==> src/rtl/traffic_conflict_monitor_pkg.sv <==
// Shared encodings for the traffic conflict monitor: approach/phase numbering,
// fault codes, FSM states and the lamp-decode result bundle.
package traffic_conflict_monitor_pkg;

  localparam int NUM_APPR = 4;

  // Approach / phase encoding (also the bit index in lamp vectors)
  localparam logic [1:0] PH_WN_ES = 2'd0;
  localparam logic [1:0] PH_NE_SW = 2'd1;
  localparam logic [1:0] PH_EW    = 2'd2;
  localparam logic [1:0] PH_NS    = 2'd3;

  // Fault codes; lower code has priority when several fire together
  localparam logic [2:0] FC_NONE         = 3'd0;
  localparam logic [2:0] FC_ILLEGAL_LAMP = 3'd1;
  localparam logic [2:0] FC_CONFLICT     = 3'd2;
  localparam logic [2:0] FC_NO_YELLOW    = 3'd3;
  localparam logic [2:0] FC_ORDER        = 3'd4;
  localparam logic [2:0] FC_STALL        = 3'd5;
  localparam logic [2:0] FC_MULTI_YELLOW = 3'd6;

  typedef enum logic [1:0] {
    ST_IDLE    = 2'd0,
    ST_RUN     = 2'd1,
    ST_FAULTED = 2'd2
  } state_t;

  typedef struct packed {
    logic [NUM_APPR-1:0] green;
    logic [NUM_APPR-1:0] yellow;
    logic                illegal;
    logic [1:0]          phase;
  } lamp_dec_t;

  // True when two or more bits are set
  function automatic logic multi_hot(input logic [NUM_APPR-1:0] v);
    return (v & (v - NUM_APPR'(1))) != '0;
  endfunction

  // Lowest-numbered fault wins
  function automatic logic [2:0] first_fault(input logic [6:1] hit);
    first_fault = FC_NONE;
    for (int c = 6; c >= 1; c--)
      if (hit[c]) first_fault = 3'(c);
  endfunction

endpackage

==> src/rtl/traffic_conflict_monitor_if.sv <==
// Lamp observation inputs and monitor status outputs.
// master = intersection side (drives lamps), slave = monitor.
interface traffic_conflict_monitor_if #(
  parameter int CNT_W = 8
);
  logic Green_WN_ES, Yellow_WN_ES, Red_WN_ES;
  logic Green_NE_SW, Yellow_NE_SW, Red_NE_SW;
  logic Green_EW,    Yellow_EW,    Red_EW;
  logic Green_NS,    Yellow_NS,    Red_NS;

  logic             FAULT;
  logic [2:0]       FAULT_CODE;
  logic [1:0]       PHASE;
  logic             PHASE_VALID;
  logic [CNT_W-1:0] ROTATIONS;

  modport master (
    output Green_WN_ES, Yellow_WN_ES, Red_WN_ES,
    output Green_NE_SW, Yellow_NE_SW, Red_NE_SW,
    output Green_EW,    Yellow_EW,    Red_EW,
    output Green_NS,    Yellow_NS,    Red_NS,
    input  FAULT, FAULT_CODE, PHASE, PHASE_VALID, ROTATIONS
  );

  modport slave (
    input  Green_WN_ES, Yellow_WN_ES, Red_WN_ES,
    input  Green_NE_SW, Yellow_NE_SW, Red_NE_SW,
    input  Green_EW,    Yellow_EW,    Red_EW,
    input  Green_NS,    Yellow_NS,    Red_NS,
    output FAULT, FAULT_CODE, PHASE, PHASE_VALID, ROTATIONS
  );
endinterface

==> src/rtl/traffic_conflict_monitor_lamp_decode.sv <==
// Purely combinational lamp decode: green/yellow vectors, an illegal flag
// (some approach without exactly one lamp lit) and the encoded green phase.
module lamp_decode import traffic_conflict_monitor_pkg::*; (
  input  logic [NUM_APPR-1:0] green,
  input  logic [NUM_APPR-1:0] yellow,
  input  logic [NUM_APPR-1:0] red,
  output lamp_dec_t           dec
);

  logic [NUM_APPR-1:0] bad;

  // Exactly-one-of-three per approach: odd parity and not all three lit
  for (genvar a = 0; a < NUM_APPR; a++) begin : g_appr
    assign bad[a] = ~((green[a] ^ yellow[a] ^ red[a]) & ~(green[a] & yellow[a] & red[a]));
  end

  // Pack vectors and encode the lowest green approach (meaningful only when one is green)
  always_comb begin
    dec.green   = green;
    dec.yellow  = yellow;
    dec.illegal = |bad;
    dec.phase   = PH_WN_ES;
    for (int a = NUM_APPR - 1; a >= 0; a--)
      if (green[a]) dec.phase = 2'(a);
  end

endmodule

==> src/rtl/traffic_conflict_monitor.sv <==
// Observes the intersection lamps every CLK edge, tracks the green phase
// rotation and latches the first safety fault until CLR.
module traffic_conflict_monitor import traffic_conflict_monitor_pkg::*; #(
  parameter int STALL_MAX = 4,
  parameter int CNT_W     = 8
)(
  input  logic                        CLK,
  input  logic                        RST,
  input  logic                        CLR,
  traffic_conflict_monitor_if.slave   bus
);

  // Stall counter holds up to STALL_MAX+1 so the overflow sample is representable
  localparam int            SW        = $clog2(STALL_MAX + 2);
  localparam logic [SW-1:0] STALL_LIM = SW'(STALL_MAX);

  state_t              state_q, state_d;
  logic                fault_q;
  logic [2:0]          code_q;
  logic [1:0]          phase_q;
  logic                pvalid_q;
  logic [CNT_W-1:0]    rot_q;
  logic [SW-1:0]       stall_q, stall_inc;
  logic [NUM_APPR-1:0] prev_y_q, prev_g_q;

  lamp_dec_t           dec;
  logic                one_green, change, fault_any, rotate;
  logic [6:1]          hit;
  logic [2:0]          fcode;

  lamp_decode u_dec (
    .green  ({bus.Green_NS,  bus.Green_EW,  bus.Green_NE_SW,  bus.Green_WN_ES}),
    .yellow ({bus.Yellow_NS, bus.Yellow_EW, bus.Yellow_NE_SW, bus.Yellow_WN_ES}),
    .red    ({bus.Red_NS,    bus.Red_EW,    bus.Red_NE_SW,    bus.Red_WN_ES}),
    .dec    (dec)
  );

  // Per-sample checks against the previous sample and current phase
  always_comb begin
    one_green = (dec.green != '0) && !multi_hot(dec.green);
    change    = one_green && (dec.phase != phase_q);
    stall_inc = (stall_q > STALL_LIM) ? stall_q : stall_q + SW'(1);
    hit       = '0;
    hit[FC_ILLEGAL_LAMP] = dec.illegal;
    hit[FC_CONFLICT]     = multi_hot(dec.green);
    hit[FC_NO_YELLOW]    = |(dec.green & ~prev_y_q & ~prev_g_q);
    hit[FC_ORDER]        = (state_q == ST_RUN) && change && (dec.phase != phase_q + 2'd1);
    hit[FC_STALL]        = (state_q == ST_RUN) && !change && (stall_inc > STALL_LIM);
    hit[FC_MULTI_YELLOW] = multi_hot(dec.yellow);
    fault_any = |hit;
    fcode     = first_fault(hit);
    rotate    = (state_q == ST_RUN) && change && !fault_any &&
                (phase_q == PH_NS) && (dec.phase == PH_WN_ES);
  end

  // FSM state register
  always_ff @(posedge CLK) begin
    if (RST) state_q <= ST_IDLE;
    else     state_q <= state_d;
  end

  // FSM next state; CLR returns to IDLE from anywhere
  always_comb begin
    state_d = state_q;
    case (state_q)
      ST_IDLE:    if (fault_any) state_d = ST_FAULTED;
                  else if (one_green) state_d = ST_RUN;
      ST_RUN:     if (fault_any) state_d = ST_FAULTED;
      ST_FAULTED: state_d = ST_FAULTED;
      default:    state_d = ST_IDLE;
    endcase
    if (CLR) state_d = ST_IDLE;
  end

  // Registered status, history and counters; everything holds while FAULTED
  always_ff @(posedge CLK) begin
    if (RST) begin
      fault_q  <= 1'b0;
      code_q   <= FC_NONE;
      phase_q  <= PH_WN_ES;
      pvalid_q <= 1'b0;
      rot_q    <= '0;
      stall_q  <= '0;
      prev_y_q <= '0;
      prev_g_q <= '0;
    end else if (CLR) begin
      fault_q  <= 1'b0;
      code_q   <= FC_NONE;
      phase_q  <= PH_WN_ES;
      pvalid_q <= 1'b0;
      stall_q  <= '0;
      prev_y_q <= '0;
      prev_g_q <= '0;
    end else if (state_q != ST_FAULTED) begin
      prev_y_q <= dec.yellow;
      prev_g_q <= dec.green;
      pvalid_q <= one_green;
      if (one_green) phase_q <= dec.phase;
      if (fault_any) begin
        fault_q <= 1'b1;
        code_q  <= fcode;
      end
      // IDLE keeps the counter at zero so entry to RUN starts fresh
      if (state_q == ST_RUN) stall_q <= change ? '0 : stall_inc;
      else                   stall_q <= '0;
      if (rotate) rot_q <= rot_q + CNT_W'(1);
    end
  end

  assign bus.FAULT       = fault_q;
  assign bus.FAULT_CODE  = code_q;
  assign bus.PHASE       = phase_q;
  assign bus.PHASE_VALID = pvalid_q;
  assign bus.ROTATIONS   = rot_q;

endmodule

==> src/flat_wrapper.sv <==
// flat-port wrapper written by rule: the top's interface ports become plain ports
module traffic_conflict_monitor_flat import traffic_conflict_monitor_pkg::*;
#(
  parameter int STALL_MAX = 4,
  parameter int CNT_W     = 8
)
  (CLK, RST, CLR, bus_Green_WN_ES, bus_Yellow_WN_ES, bus_Red_WN_ES, bus_Green_NE_SW, bus_Yellow_NE_SW, bus_Red_NE_SW, bus_Green_EW, bus_Yellow_EW, bus_Red_EW, bus_Green_NS, bus_Yellow_NS, bus_Red_NS, bus_FAULT, bus_FAULT_CODE, bus_PHASE, bus_PHASE_VALID, bus_ROTATIONS);
  traffic_conflict_monitor_if #(.CNT_W(CNT_W)) bus_i ();
  input  logic CLK;
  input  logic RST;
  input  logic CLR;
  input wire logic [$bits(bus_i.Green_WN_ES)-1:0] bus_Green_WN_ES;
  input wire logic [$bits(bus_i.Yellow_WN_ES)-1:0] bus_Yellow_WN_ES;
  input wire logic [$bits(bus_i.Red_WN_ES)-1:0] bus_Red_WN_ES;
  input wire logic [$bits(bus_i.Green_NE_SW)-1:0] bus_Green_NE_SW;
  input wire logic [$bits(bus_i.Yellow_NE_SW)-1:0] bus_Yellow_NE_SW;
  input wire logic [$bits(bus_i.Red_NE_SW)-1:0] bus_Red_NE_SW;
  input wire logic [$bits(bus_i.Green_EW)-1:0] bus_Green_EW;
  input wire logic [$bits(bus_i.Yellow_EW)-1:0] bus_Yellow_EW;
  input wire logic [$bits(bus_i.Red_EW)-1:0] bus_Red_EW;
  input wire logic [$bits(bus_i.Green_NS)-1:0] bus_Green_NS;
  input wire logic [$bits(bus_i.Yellow_NS)-1:0] bus_Yellow_NS;
  input wire logic [$bits(bus_i.Red_NS)-1:0] bus_Red_NS;
  output wire logic [$bits(bus_i.FAULT)-1:0] bus_FAULT;
  output wire logic [$bits(bus_i.FAULT_CODE)-1:0] bus_FAULT_CODE;
  output wire logic [$bits(bus_i.PHASE)-1:0] bus_PHASE;
  output wire logic [$bits(bus_i.PHASE_VALID)-1:0] bus_PHASE_VALID;
  output wire logic [$bits(bus_i.ROTATIONS)-1:0] bus_ROTATIONS;
  assign bus_i.Green_WN_ES = bus_Green_WN_ES;
  assign bus_i.Yellow_WN_ES = bus_Yellow_WN_ES;
  assign bus_i.Red_WN_ES = bus_Red_WN_ES;
  assign bus_i.Green_NE_SW = bus_Green_NE_SW;
  assign bus_i.Yellow_NE_SW = bus_Yellow_NE_SW;
  assign bus_i.Red_NE_SW = bus_Red_NE_SW;
  assign bus_i.Green_EW = bus_Green_EW;
  assign bus_i.Yellow_EW = bus_Yellow_EW;
  assign bus_i.Red_EW = bus_Red_EW;
  assign bus_i.Green_NS = bus_Green_NS;
  assign bus_i.Yellow_NS = bus_Yellow_NS;
  assign bus_i.Red_NS = bus_Red_NS;
  assign bus_FAULT = bus_i.FAULT;
  assign bus_FAULT_CODE = bus_i.FAULT_CODE;
  assign bus_PHASE = bus_i.PHASE;
  assign bus_PHASE_VALID = bus_i.PHASE_VALID;
  assign bus_ROTATIONS = bus_i.ROTATIONS;
  traffic_conflict_monitor #(.STALL_MAX(STALL_MAX), .CNT_W(CNT_W)) u_core (.CLK(CLK), .RST(RST), .CLR(CLR), .bus(bus_i));
endmodule
==> config.mk <==
export PLATFORM = sky130hd
export DESIGN_NAME = traffic_conflict_monitor_flat
export DESIGN_NICKNAME = d
export VERILOG_FILES = /design/src/rtl/traffic_conflict_monitor_pkg.sv /design/src/rtl/traffic_conflict_monitor_if.sv /design/src/rtl/traffic_conflict_monitor_lamp_decode.sv /design/src/rtl/traffic_conflict_monitor.sv /design/src/flat_wrapper.sv
export SDC_FILE = /design/constraint.sdc
export NUM_CORES = 1
export LEC_CHECK = 0
export BUFFER_PORTS_ARGS = -buffer_cell sky130_fd_sc_hd__buf_4
export CAP_MARGIN = 15
export CORE_MARGIN = 4
export CORE_UTILIZATION = 40
export DETAILED_ROUTE_END_ITERATION = 8
export REMOVE_ABC_BUFFERS = 1
export SLEW_MARGIN = 20
export SYNTH_ARGS = -nofsm -noshare
export SYNTH_HDL_FRONTEND = slang
export SYNTH_SLANG_ARGS = --single-unit
==> constraint.sdc <==
create_clock -name CLK -period 5.3 [get_ports CLK]
set_clock_uncertainty 0.05 [all_clocks]
set_input_delay 0.53 -clock CLK [delete_from_list [all_inputs] [get_ports CLK]]
set_output_delay 0.53 -clock CLK [all_outputs]
set_load 0.05 [all_outputs]
Yosys cells after proc, flatten, opt, wreduce, memory -nomap -nowiden --
Cells that the tools add are included.
Word-level totals: input port bits 15, output and inout bits 15, memory bits (writable) 0, bits in latches 0, logic and storage cells 101, bits in read-only memories 0, memories 0, bits in registers 28
Cells by class: bitwise operators 35, equality and inequality tests 8, magnitude comparators 2, shift operators 0, add/sub/neg operators 5, divide/modulo/power cells 0, reductions and logical operators 25, multiplexer cells 17, multiply operators 0
Operator list (number):
- $mux W3 | 9
- $and A4 B4 Y4 | 4
- $mux W2 | 7
- $and A1 B1 Y1 | 12
- $reduce_bool A4 Y1 | 3
- $reduce_or A12 Y1 | 1
- $logic_and A1 B1 Y1 | 9
- $not A1 Y1 | 9
- $add A8 B1 Y8 const B | 1
- $not A4 Y4 | 2
- $reduce_or A4 Y1 | 2
- $sub A4 B1 Y4 const B | 2
- $xor A1 B1 Y1 | 8
- $gt A3 B3 Y1 const B | 2
- $pmux W2 S3 | 1
- $reduce_and A2 Y1 | 3
- $eq A2 B2 Y1 const B | 2
- $logic_not A2 Y1 | 2
- $ne A2 B2 Y1 | 2
- $add A3 B1 Y3 const B | 1
- $logic_not A1 Y1 | 3
- $ne A3 B1 Y1 const B | 1
- $reduce_and A3 Y1 | 1
- $add A2 B1 Y2 const B | 1
- 4 further kinds | 4

Depth between registers and ports, before layout --
Gate-level depths: netlist of the first run.
depth after elaboration 15, gate-level depth with buffers 9, depth with buffers taken out 9

Hierarchy --
From an unflattened synthesis of the first run, not the netlist that was laid out.
Unflattened totals: cells, all modules 228, area total of the unflattened synthesis 1889.3 µm²
Modules (own cells, without submodules):
- traffic_conflict_monitor | cells an instance 200, times used 1, area each 1690.4 µm²
- lamp_decode | cells an instance 28, times used 1, area each 198.9 µm²

Worst setup path after synthesis of the first run --
OpenSTA, ideal clock, no wires.
path type in2reg, from input bus_Yellow_WN_ES, to register u_core.rot_q[5], in the netlist u_core.bus.ROTATIONS[5], buffers on the path 0, stages on the path 8, data arrival time 2.566 ns, required time 5.129 ns, path slack 2.564 ns, setup time 0.121 ns, cell sequence ha_1 > a222oi_1 > o21ai_0 > or3_1 > nor2_4 > nand3_2 > nor4_1 > mux2_2
On the way: longest elaborated chain between the ends 11, elaborated cells between the ends (all ways) 16, classes of those cells add/sub: 1; bitwise: 8; reduce/logical: 7
Ends and longest elaborated chain:
- start: declaration | RTL line flat_wrapper.sv:13 | input wire logic [$bits(bus_i.Yellow_WN_ES)-1:0] bus_Yellow_WN_ES;
- branches (longest 5 deep; another with $sub A4 B1 Y4)
- $reduce_or A12 Y1 * | RTL line traffic_conflict_monitor.sv:50 | fault_any = |hit;
- $logic_not A1 Y1 * | RTL line traffic_conflict_monitor.sv:52 | rotate = (state_q == ST_RUN) && change && !fault_any &&
- $logic_and A1 B1 Y1 * (2 in a row) | RTL line traffic_conflict_monitor.sv:52
- $logic_and A1 B1 Y1 * | RTL line traffic_conflict_monitor.sv:53 | (phase_q == PH_NS) && (dec.phase == PH_WN_ES);
- $reduce_and A3 Y1 (no source line) *
- end signal: assignment | RTL line traffic_conflict_monitor.sv:106 | if (rotate) rot_q <= rot_q + CNT_W'(1);
- end: declaration | RTL line traffic_conflict_monitor.sv:22 | logic [CNT_W-1:0] rot_q;
Every way passes the cells marked *. A chain may end at the register's enable or synchronous reset.

Worst setup path after layout of the first run --
from input bus_Green_WN_ES, to register u_core.rot_q[7], in the netlist u_core.bus.ROTATIONS[7]
On the way: longest elaborated chain between the ends 15, elaborated cells between the ends (all ways) 31, classes of those cells add/sub: 1; eq/ne: 2; mux: 1; bitwise: 10; reduce/logical: 17
Ends and longest elaborated chain:
- start: declaration | RTL line flat_wrapper.sv:12 | input wire logic [$bits(bus_i.Green_WN_ES)-1:0] bus_Green_WN_ES;
- $sub A4 B1 Y4 | RTL line traffic_conflict_monitor_pkg.sv:37 | return (v & (v - NUM_APPR'(1))) != '0;
- $and A4 B4 Y4 | RTL line traffic_conflict_monitor_pkg.sv:37
- $reduce_bool A4 Y1 | RTL line traffic_conflict_monitor_pkg.sv:37
- $logic_not A1 Y1 | RTL line traffic_conflict_monitor.sv:40 | one_green = (dec.green != '0) && !multi_hot(dec.green);
- $logic_and A1 B1 Y1 | RTL line traffic_conflict_monitor.sv:40
- $logic_and A1 B1 Y1 | RTL line traffic_conflict_monitor.sv:41 | change = one_green && (dec.phase != phase_q);
- $logic_not A1 Y1 | RTL line traffic_conflict_monitor.sv:48 | hit[FC_STALL] = (state_q == ST_RUN) && !change && (stall_inc > STALL_LIM);
- $logic_and A1 B1 Y1 (2 in a row) | RTL line traffic_conflict_monitor.sv:48
- $reduce_or A12 Y1 | RTL line traffic_conflict_monitor.sv:50
- $logic_not A1 Y1 | RTL line traffic_conflict_monitor.sv:52
- $logic_and A1 B1 Y1 (2 in a row) | RTL line traffic_conflict_monitor.sv:52
- $logic_and A1 B1 Y1 * | RTL line traffic_conflict_monitor.sv:53
- $reduce_and A3 Y1 (no source line) *
Mark *: on every way between the ends. The rest lies on a longest branch, timed or not.

==> results of run 1 <==
## registers in the layout, indices dropped and copies added, names as in the netlist
| signal | flops |
|---|---|
| u_core.bus.FAULT_CODE | 3 |
| u_core.bus.ROTATIONS | 8 |
| u_core.bus.PHASE_VALID | 1 |
| u_core.state_q | 2 |
| u_core.prev_y_q | 4 |
| u_core.prev_g_q | 4 |
| u_core.bus.PHASE | 2 |
| u_core.bus.FAULT | 1 |
| u_core.stall_q | 3 |
## worst paths after layout
path / start / to / slack, ns / depth (start not counted)
worst max register to register: u_core.state_q[0] / u_core.bus.ROTATIONS[4] / 2.61 / 8
worst min register to register: u_core.bus.FAULT_CODE[1] / u_core.bus.FAULT_CODE[1] / 0.42 / 2
worst max-delay path: bus_Green_WN_ES / u_core.bus.ROTATIONS[7] / 2.50 / 9
worst min-delay path: u_core.bus.FAULT_CODE[1] / u_core.bus.FAULT_CODE[1] / 0.42 / 2
## through the flow
step	utilization (%)	std cells	instance area [µm²]	power [mW]
6_report	47.6	288	2070	0.411
5_1_grt	47.6	288	2070	0.434
4_1_cts	47.6	288	2070	0.418
3_5_place_dp	46.6	285	2030	0.298
3_3_place_gp	46.6	285	2030	0.298
2_1_floorplan	-	204	1750	0.269
## area by class of cell
cell class | instances | share of cell area [%]
Multi-Input combinational cell | 165 | 55.3
Clock buffer | 3 | 1.99
Sequential cell | 28 | 27.1
Tap cell | 52 | 3.14
Inverter | 11 | 1.99
Timing Repair Buffer | 29 | 10.5
## metal layers
metal,track usage (%),vias to the layer above
met4,4.15,0
met2,23.5,19
met1,21.5,743
li1,-,818
met3,2.40,5
met5,0,-
## worst reg2reg max path, delay by kind of cell (launching register included)
family          cells  cell delay [ns]
compound gates      3             0.57
fa+ha+maj           1             0.50
flops               1             0.37
buf+inv             1             0.09
simple gates        3             1.06
## kinds of logic (layout without fill, tap and decap cells)
kind of cell / count (synthesis) / in the layout / synth area share, %
AO/OA/AOI/OAI: 54 / 54 / 20.8
XOR/XNOR: 4 / 4 / 1.95
adder cells (fa/ha/maj): 14 / 14 / 9.47
buffers and inverters: 21 / 43 / 5.01
flip-flops: 28 / 28 / 31.2
multiplexers: 14 / 14 / 8.01
AND/OR/NAND/NOR: 79 / 79 / 23.6
## layout by cell type, fill, tap and decap left out, types with 3 or more instances in the layout
cell type / Yosys / routed
sky130_fd_sc_hd__nand3_1: 8 / 8
sky130_fd_sc_hd__clkbuf_8: 0 / 3
sky130_fd_sc_hd__a21oi_1: 15 / 15
sky130_fd_sc_hd__nor2_1: 26 / 26
sky130_fd_sc_hd__a31oi_1: 3 / 3
sky130_fd_sc_hd__inv_1: 11 / 11
sky130_fd_sc_hd__nor3_1: 6 / 6
sky130_fd_sc_hd__nor2b_1: 7 / 7
sky130_fd_sc_hd__mux2_2: 3 / 3
sky130_fd_sc_hd__buf_4: 0 / 29
sky130_fd_sc_hd__nor4_1: 3 / 3
sky130_fd_sc_hd__ha_1: 12 / 12
sky130_fd_sc_hd__mux2i_1: 11 / 11
sky130_fd_sc_hd__dfxtp_1: 28 / 28
sky130_fd_sc_hd__o21ai_0: 10 / 10
sky130_fd_sc_hd__nand2_1: 9 / 9
sky130_fd_sc_hd__or3_1: 5 / 5
sky130_fd_sc_hd__nand2b_1: 3 / 3
## power groups by stage
stage	Clock [mW]	Combinational, mW	Sequential [mW]
after floorplan	0	0.0392	0.230
after global placement	0	0.0744	0.224
after detailed placement	0	0.0747	0.224
after CTS	0.124	0.0751	0.219
after global routing	0.130	0.0837	0.220
final	0.117	0.0750	0.219
==> flow_metrics.py, run 1 <==
metrics = {
    "die": {
        "fp.dieH_um": 75.0,
        "initial_core_utilization_pct": 41.3,
        "placementRows": 24,
        "die_area_um2": 5630,
        "placeableCoreArea_um2": 4350,
        "io_pins": 30,
        "dieWidth_um": 75.0,
    },
    "routing": {
        "route.met3.wl_um": 91,
        "route.layer.met1.wl_mm": 2.10,
        "routedWlPerCell_um": 13.8,
        "drt-total-wl_mm": 3.99,
        "route.vias.total": 1585,
        "ant_nets": 0,
        "via_per_instance_ratio": 5.50,
        "drtIter0Drc": 130,
        "number_of_iterations_in_the_first_detailed_routing_pass": 4,
        "remaining_drc_errors": 0,
        "dr.max_layer_used": "met4",
        "met2_length_mm": 1.75,
    },
    "flow_run": {
        "maxCapViolCount": 0,
    },
    "layout": {
        "synthToLayoutAreaGrowth_pct": 15.3,
        "num_antenna_cells": 0,
        "ff_latch_area_um2": 561,
        "final_layout_size_suffix_gt1_share_pct": 18.6,
        "area_used_by_multi_input_combinational_logic_um2": 1150,
        "fin_nets": 265,
        "num-fill-cells": 449,
    },
    "clocking": {
        "max-clock-path-buffers": 2,
        "clock_sinks": 28,
        "tritoncts": "built",
        "cts_resizes": 0,
        "cts_inserted_buffers": 3,
        "cts.htree.levels": 1,
        "clkTransAtPathRegs_ns": 0.10,
        "hold_buffer_count_at_cts": 0,
        "insertion_delay_ns": 0.27,
        "cts_root_buf": "sky130_fd_sc_hd__clkbuf_8",
        "cts_setup_buffers": 0,
    },
    "logic_synthesis": {
        "synth_warnings": 0,
        "dominantRegCellSynth": "sky130_fd_sc_hd__dfxtp_1",
        "number_of_storage_elements_in_the_synthesis_netlist": 28,
        "synth-edff-count": 0,
        "async_flop_share_pct": 0,
        "netlist_area_pre_place_um2": 1800,
        "ys_seq_area_share_pct": 31.2,
        "avgSynthCellArea_um2": 8.40,
        "post-synth-top-area-cell": "sky130_fd_sc_hd__dfxtp_1",
        "post_synthesis_cell_type_count": 51,
        "post_synth_main_area_contributors": "sky130_fd_sc_hd__dfxtp_1, sky130_fd_sc_hd__ha_1, sky130_fd_sc_hd__mux2i_1",
        "ys_top_cells_by_count": "sky130_fd_sc_hd__dfxtp_1, sky130_fd_sc_hd__nor2_1, sky130_fd_sc_hd__a21oi_1",
        "portion_of_synthesized_cell_area_occupied_by_the_leading_cell_type_pct": 31.2,
        "synth.most_common_cell": "sky130_fd_sc_hd__dfxtp_1",
        "synthesis.instances": 214,
    },
    "sta": {
        "finalSetupViolations": 0,
        "min_period_over_period_pct": 52.8,
        "max_slew.worst_pin.slew_ns": 0.849,
        "finalWorstSetupSlack_ns": 2.50,
        "hold_ws_ns": 0.424,
        "tns_ns": 0,
        "fmax_mhz": 357,
        "timing.max_slew.rel_slack_pct": 43.4,
        "hold_violations": 0,
        "fin_crit_ns": 2.80,
        "rsz0062_at_grt": "false",
        "finalMaxSlewViolations": 0,
    },
    "critical_path": {
        "critPathRequiredTime_ns": 5.42,
        "critPathLaunchType": "input pin",
        "timing.critical_path.buf_inv": 1,
        "cp_max_fo": 17,
        "slowest_stage": "sky130_fd_sc_hd__or3_1",
        "data_arrival_time_at_the_worst_slack_endpoint_ns": 2.92,
        "cp_top_family": "simple AND/OR/NAND/NOR gates",
        "path_class": "input pin to register",
        "crit_path_max_incr_delay_ns": 0.45,
        "timing.critical_path.to_type": "register",
        "cp_cell_sequence": "buf_4, ha_1, a222oi_1, o21ai_0, or3_1, nor2_4, nand3_2, nor4_1, mux2_2",
    },
    "place": {
        "portBuffers": 29,
        "dp.final_hpwl_mm": 2.86,
        "weighted_congestion_reported_at_the_end_of_routability_driven_placement": 0.776,
        "pre_cts_ws_ns": 2.20,
    },
    "global_routing": {
        "vias_in_the_first_global_route": 1502,
        "grt_util_overall_pct": 15.1,
        "largest_net_degree_at_the_start_of_global_routing": 20,
        "first_pass_grt_wire_length_mm": 6.73,
        "antenna_violations_before_repair": 0,
        "final_global_route_overflow_total": 0,
    },
    "power": {
        "power.internal_mw": 0.297,
        "power_density_nw_per_um2": 198,
        "power.share.combinational_pct": 18.3,
        "netSwitchingFraction_pct": 27.8,
        "sequentialPowerShare_pct": 53.3,
        "leakagePower_nw": 0.784,
        "vdd_drop_max_mv": 0.0785,
        "clock_power_share_pct": 28.5,
        "switching_power_mw": 0.114,
    },
    "run_status": {
        "status": "finished, final reports clean",
    },
    "min_path": {
        "hp-class": "register to register",
    },
}
No activity file was read; power rests on OpenSTA's default activity.
==> run 2: changes to the inputs <==
--- a/config.mk
+++ b/config.mk
@@ -5,6 +5,7 @@
 export SDC_FILE = /design/constraint.sdc
 export NUM_CORES = 1
 export LEC_CHECK = 0
+export ABC_AREA = 1
 export BUFFER_PORTS_ARGS = -buffer_cell sky130_fd_sc_hd__buf_4
 export CAP_MARGIN = 15
 export CORE_MARGIN = 4
==> constraint.sdc (replaced) <==
create_clock -name CLK -period 2.6 [get_ports CLK]
set_clock_uncertainty 0.05 [all_clocks]
set_input_delay 0.26 -clock CLK [delete_from_list [all_inputs] [get_ports CLK]]
set_output_delay 0.26 -clock CLK [all_outputs]
set_load 0.05 [all_outputs]
==> run 2 against run 1 <==
Clock power grew to 2.9 times the previous value. Utilization is 1.9 points higher. Highest routed layer unchanged. First-iteration DRC count shrank 20%. Global-route usage grew 0.21 points. Hold slack lost 0.28 ns. Sequential power rose by 100%. Via count rose by 4.0%. Non-clock buffer count up 2. Die area increased by 0.75%. Combinational power rose by 120%. Register-to-register slack got worse by 2.1 ns.
==> flow_metrics.py, run 2 <==
metrics = {
    "layout": {
        "fin_nets": 323,
        "layout.cells.most_common": "sky130_fd_sc_hd__nand2_1",
        "num-fill-cells": 478,
        "utilization_pct": 49.5,
        "final_layout_size_suffix_gt1_share_pct": 21.7,
        "area_used_by_multi_input_combinational_logic_um2": 1070,
        "mostFrequentLayoutCells": "sky130_fd_sc_hd__nand2_1, sky130_fd_sc_hd__inv_1, sky130_fd_sc_hd__nor2_1, sky130_fd_sc_hd__buf_4, sky130_fd_sc_hd__dfxtp_1",
        "synthToLayoutAreaGrowth_pct": 19.8,
        "num_antenna_cells": 0,
        "largest_register_ff_count": 8,
        "ff_latch_area_um2": 561,
        "post-route-cell-area_um2": 2170,
    },
    "power": {
        "leakagePower_nw": 1.03,
        "design_power_total_mw": 0.957,
        "power_density_nw_per_um2": 441,
        "vdd_drop_max_mv": 0.366,
    },
    "sta": {
        "finalMaxSlewViolations": 0,
        "hold_violations": 0,
        "finalSetupViolations": 0,
        "fin_crit_ns": 2.07,
        "max_slew.worst_pin.slew_ns": 0.363,
        "fmax_mhz": 483,
        "min_period_over_period_pct": 79.7,
        "tns_ns": 0,
        "timing.max_slew.rel_slack_pct": 75.6,
        "rsz0062_at_grt": "false",
    },
    "place": {
        "weighted_congestion_reported_at_the_end_of_routability_driven_placement": 0.867,
        "dpl-instance-area_um2": 2100,
        "dp.final_hpwl_mm": 3.12,
        "portBuffers": 29,
    },
    "clocking": {
        "max-clock-path-buffers": 2,
        "insertion_delay_ns": 0.27,
        "cts_inserted_buffers": 3,
        "clkTransAtPathRegs_ns": 0.10,
        "clock_sinks": 28,
        "cts.htree.levels": 1,
        "hold_buffer_count_at_cts": 0,
        "tritoncts": "built",
        "cts_resizes": 0,
        "cts_root_buf": "sky130_fd_sc_hd__clkbuf_8",
        "cts_setup_buffers": 0,
    },
    "critical_path": {
        "timing.critical_path.buf_inv": 2,
        "slowest_stage": "sky130_fd_sc_hd__dfxtp_1",
        "data_arrival_time_at_the_worst_slack_endpoint_ns": 2.20,
        "critPathRequiredTime_ns": 2.73,
        "critPathLaunchType": "register",
        "cp_top_family": "simple AND/OR/NAND/NOR gates",
        "timing.critical_path.to_type": "register",
        "path_class": "register to register",
        "cp_cell_sequence": "inv_1, ha_1, inv_1, nand2_1, o21ai_0, a21oi_1, nand2_2, nand2_2, nor2_4, nand4_4, o21ai_0, nor2_1",
        "crit_path_max_incr_delay_ns": 0.37,
        "cp_max_fo": 7,
    },
    "die": {
        "dieWidth_um": 75.3,
        "initial_core_utilization_pct": 41.3,
        "fp.dieH_um": 75.3,
        "placeableCoreArea_um2": 4380,
        "placementRows": 24,
        "io_pins": 30,
        "die_area_um2": 5670,
    },
    "logic_synthesis": {
        "netlist_area_pre_place_um2": 1810,
        "synth_warnings": 0,
        "dominantRegCellSynth": "sky130_fd_sc_hd__dfxtp_1",
        "synthesis.instances": 263,
        "ys_seq_area_share_pct": 30.9,
        "post-synth-top-area-cell": "sky130_fd_sc_hd__dfxtp_1",
        "avgSynthCellArea_um2": 6.89,
        "synth.most_common_cell": "sky130_fd_sc_hd__nand2_1",
        "async_flop_share_pct": 0,
        "portion_of_synthesized_cell_area_occupied_by_the_leading_cell_type_pct": 30.9,
        "ys_top_cells_by_count": "sky130_fd_sc_hd__nand2_1, sky130_fd_sc_hd__inv_1, sky130_fd_sc_hd__nor2_1",
        "synth-edff-count": 0,
        "number_of_storage_elements_in_the_synthesis_netlist": 28,
        "post_synthesis_cell_type_count": 31,
        "post_synth_main_area_contributors": "sky130_fd_sc_hd__dfxtp_1, sky130_fd_sc_hd__nand2_1, sky130_fd_sc_hd__inv_1",
    },
    "routing": {
        "remaining_drc_errors": 0,
        "drtIter0Drc": 104,
        "drt-total-wl_mm": 3.91,
        "ant_nets": 0,
        "routedWlPerCell_um": 11.3,
        "route.vias.total": 1648,
        "number_of_iterations_in_the_first_detailed_routing_pass": 4,
        "via_per_instance_ratio": 4.75,
    },
    "global_routing": {
        "grt_util_overall_pct": 15.3,
        "vias_in_the_first_global_route": 1570,
        "final_global_route_overflow_total": 0,
        "first_pass_grt_wire_length_mm": 6.88,
        "antenna_violations_before_repair": 0,
        "largest_net_degree_at_the_start_of_global_routing": 17,
    },
    "run_status": {
        "status": "finished, final reports clean",
    },
    "min_path": {
        "hp-class": "input pin to register",
    },
    "flow_run": {
        "maxCapViolCount": 0,
    },
}
run 2: cell count changes in the layout (fill, tap and decap cells not counted), moves of 6 or more:
cell / before / now
sky130_fd_sc_hd__nor2_1: 26 / 33
sky130_fd_sc_hd__nor2b_1: 7 / 0
sky130_fd_sc_hd__nand2_2: 0 / 7
sky130_fd_sc_hd__nor2_4: 1 / 7
sky130_fd_sc_hd__nand2_1: 9 / 51
sky130_fd_sc_hd__inv_1: 11 / 41
sky130_fd_sc_hd__o21ai_0: 10 / 16
sky130_fd_sc_hd__mux2i_1: 11 / 0
run 2: layout make-up:
type,instances,share of cell area [%]
Clock inverter,1,1.38
Timing Repair Buffer,31,10.7
Tap cell,52,3.00
Inverter,46,7.96
Clock buffer,3,1.90
Sequential cell,28,25.8
Multi-Input combinational cell,186,49.2
run 2: metrics by stage:
step | hold WS, ns | std cells | setup slack (ns)
2_1_floorplan | 0.280 | 260 | 0.658
3_3_place_gp | 0.394 | 343 | 0.436
3_5_place_dp | 0.399 | 343 | 0.394
4_1_cts | 0.132 | 347 | 0.521
5_1_grt | 0.122 | 347 | 0.215
6_report | 0.141 | 347 | 0.528
run 2: metal layers:
metal	track usage, %	wire (µm)	share of wire (%)	vias to the layer above
met5	0	0	0	-
met4	3.50	27	0.69	0
met3	2.37	84	2.1	2
met2	24.6	1780	46	12
met1	21.5	2020	52	731
li1	-	-	-	903
run 2: worst paths after layout:
kind / start / to / slack [ns] / cells after the start
worst min-delay path: RST / u_core.bus.ROTATIONS[5] / 0.14 / 2
worst max-delay path: u_core.stall_q[0] / u_core.bus.ROTATIONS[4] / 0.53 / 12
worst max register to register: u_core.stall_q[0] / u_core.bus.ROTATIONS[4] / 0.53 / 12
worst min register to register: u_core.prev_y_q[3] / u_core.prev_y_q[3] / 0.41 / 2
run 2: cells by family (layout without fill, tap and decap cells):
kind of cell / after synthesis / after routing / share of synthesized area, %
AND/OR/NAND/NOR: 130 / 130 / 37.1
buffers and inverters: 49 / 81 / 10.2
AO/OA/AOI/OAI: 42 / 42 / 12.6
flip-flops: 28 / 28 / 30.9
adder cells (fa/ha/maj): 12 / 12 / 8.29
XOR/XNOR: 2 / 2 / 0.967
run 2: power by group:
part	leakage [nW]	internal, mW	switching (mW)
Sequential	0.228	0.440	0.00624
Clock	0.0357	0.206	0.137
Combinational	0.766	0.0620	0.105
Total	1.03	0.708	0.249
run 2: worst register-to-register path, delay by kind of cell (launching register included):
family | cells | cell delay, ns
buffers and inverters | 2 | 0.14
AND/OR/NAND/NOR | 6 | 0.64
adder cells (fa/ha/maj) | 1 | 0.19
flip-flops | 1 | 0.37
AO/OA/AOI/OAI | 3 | 0.58
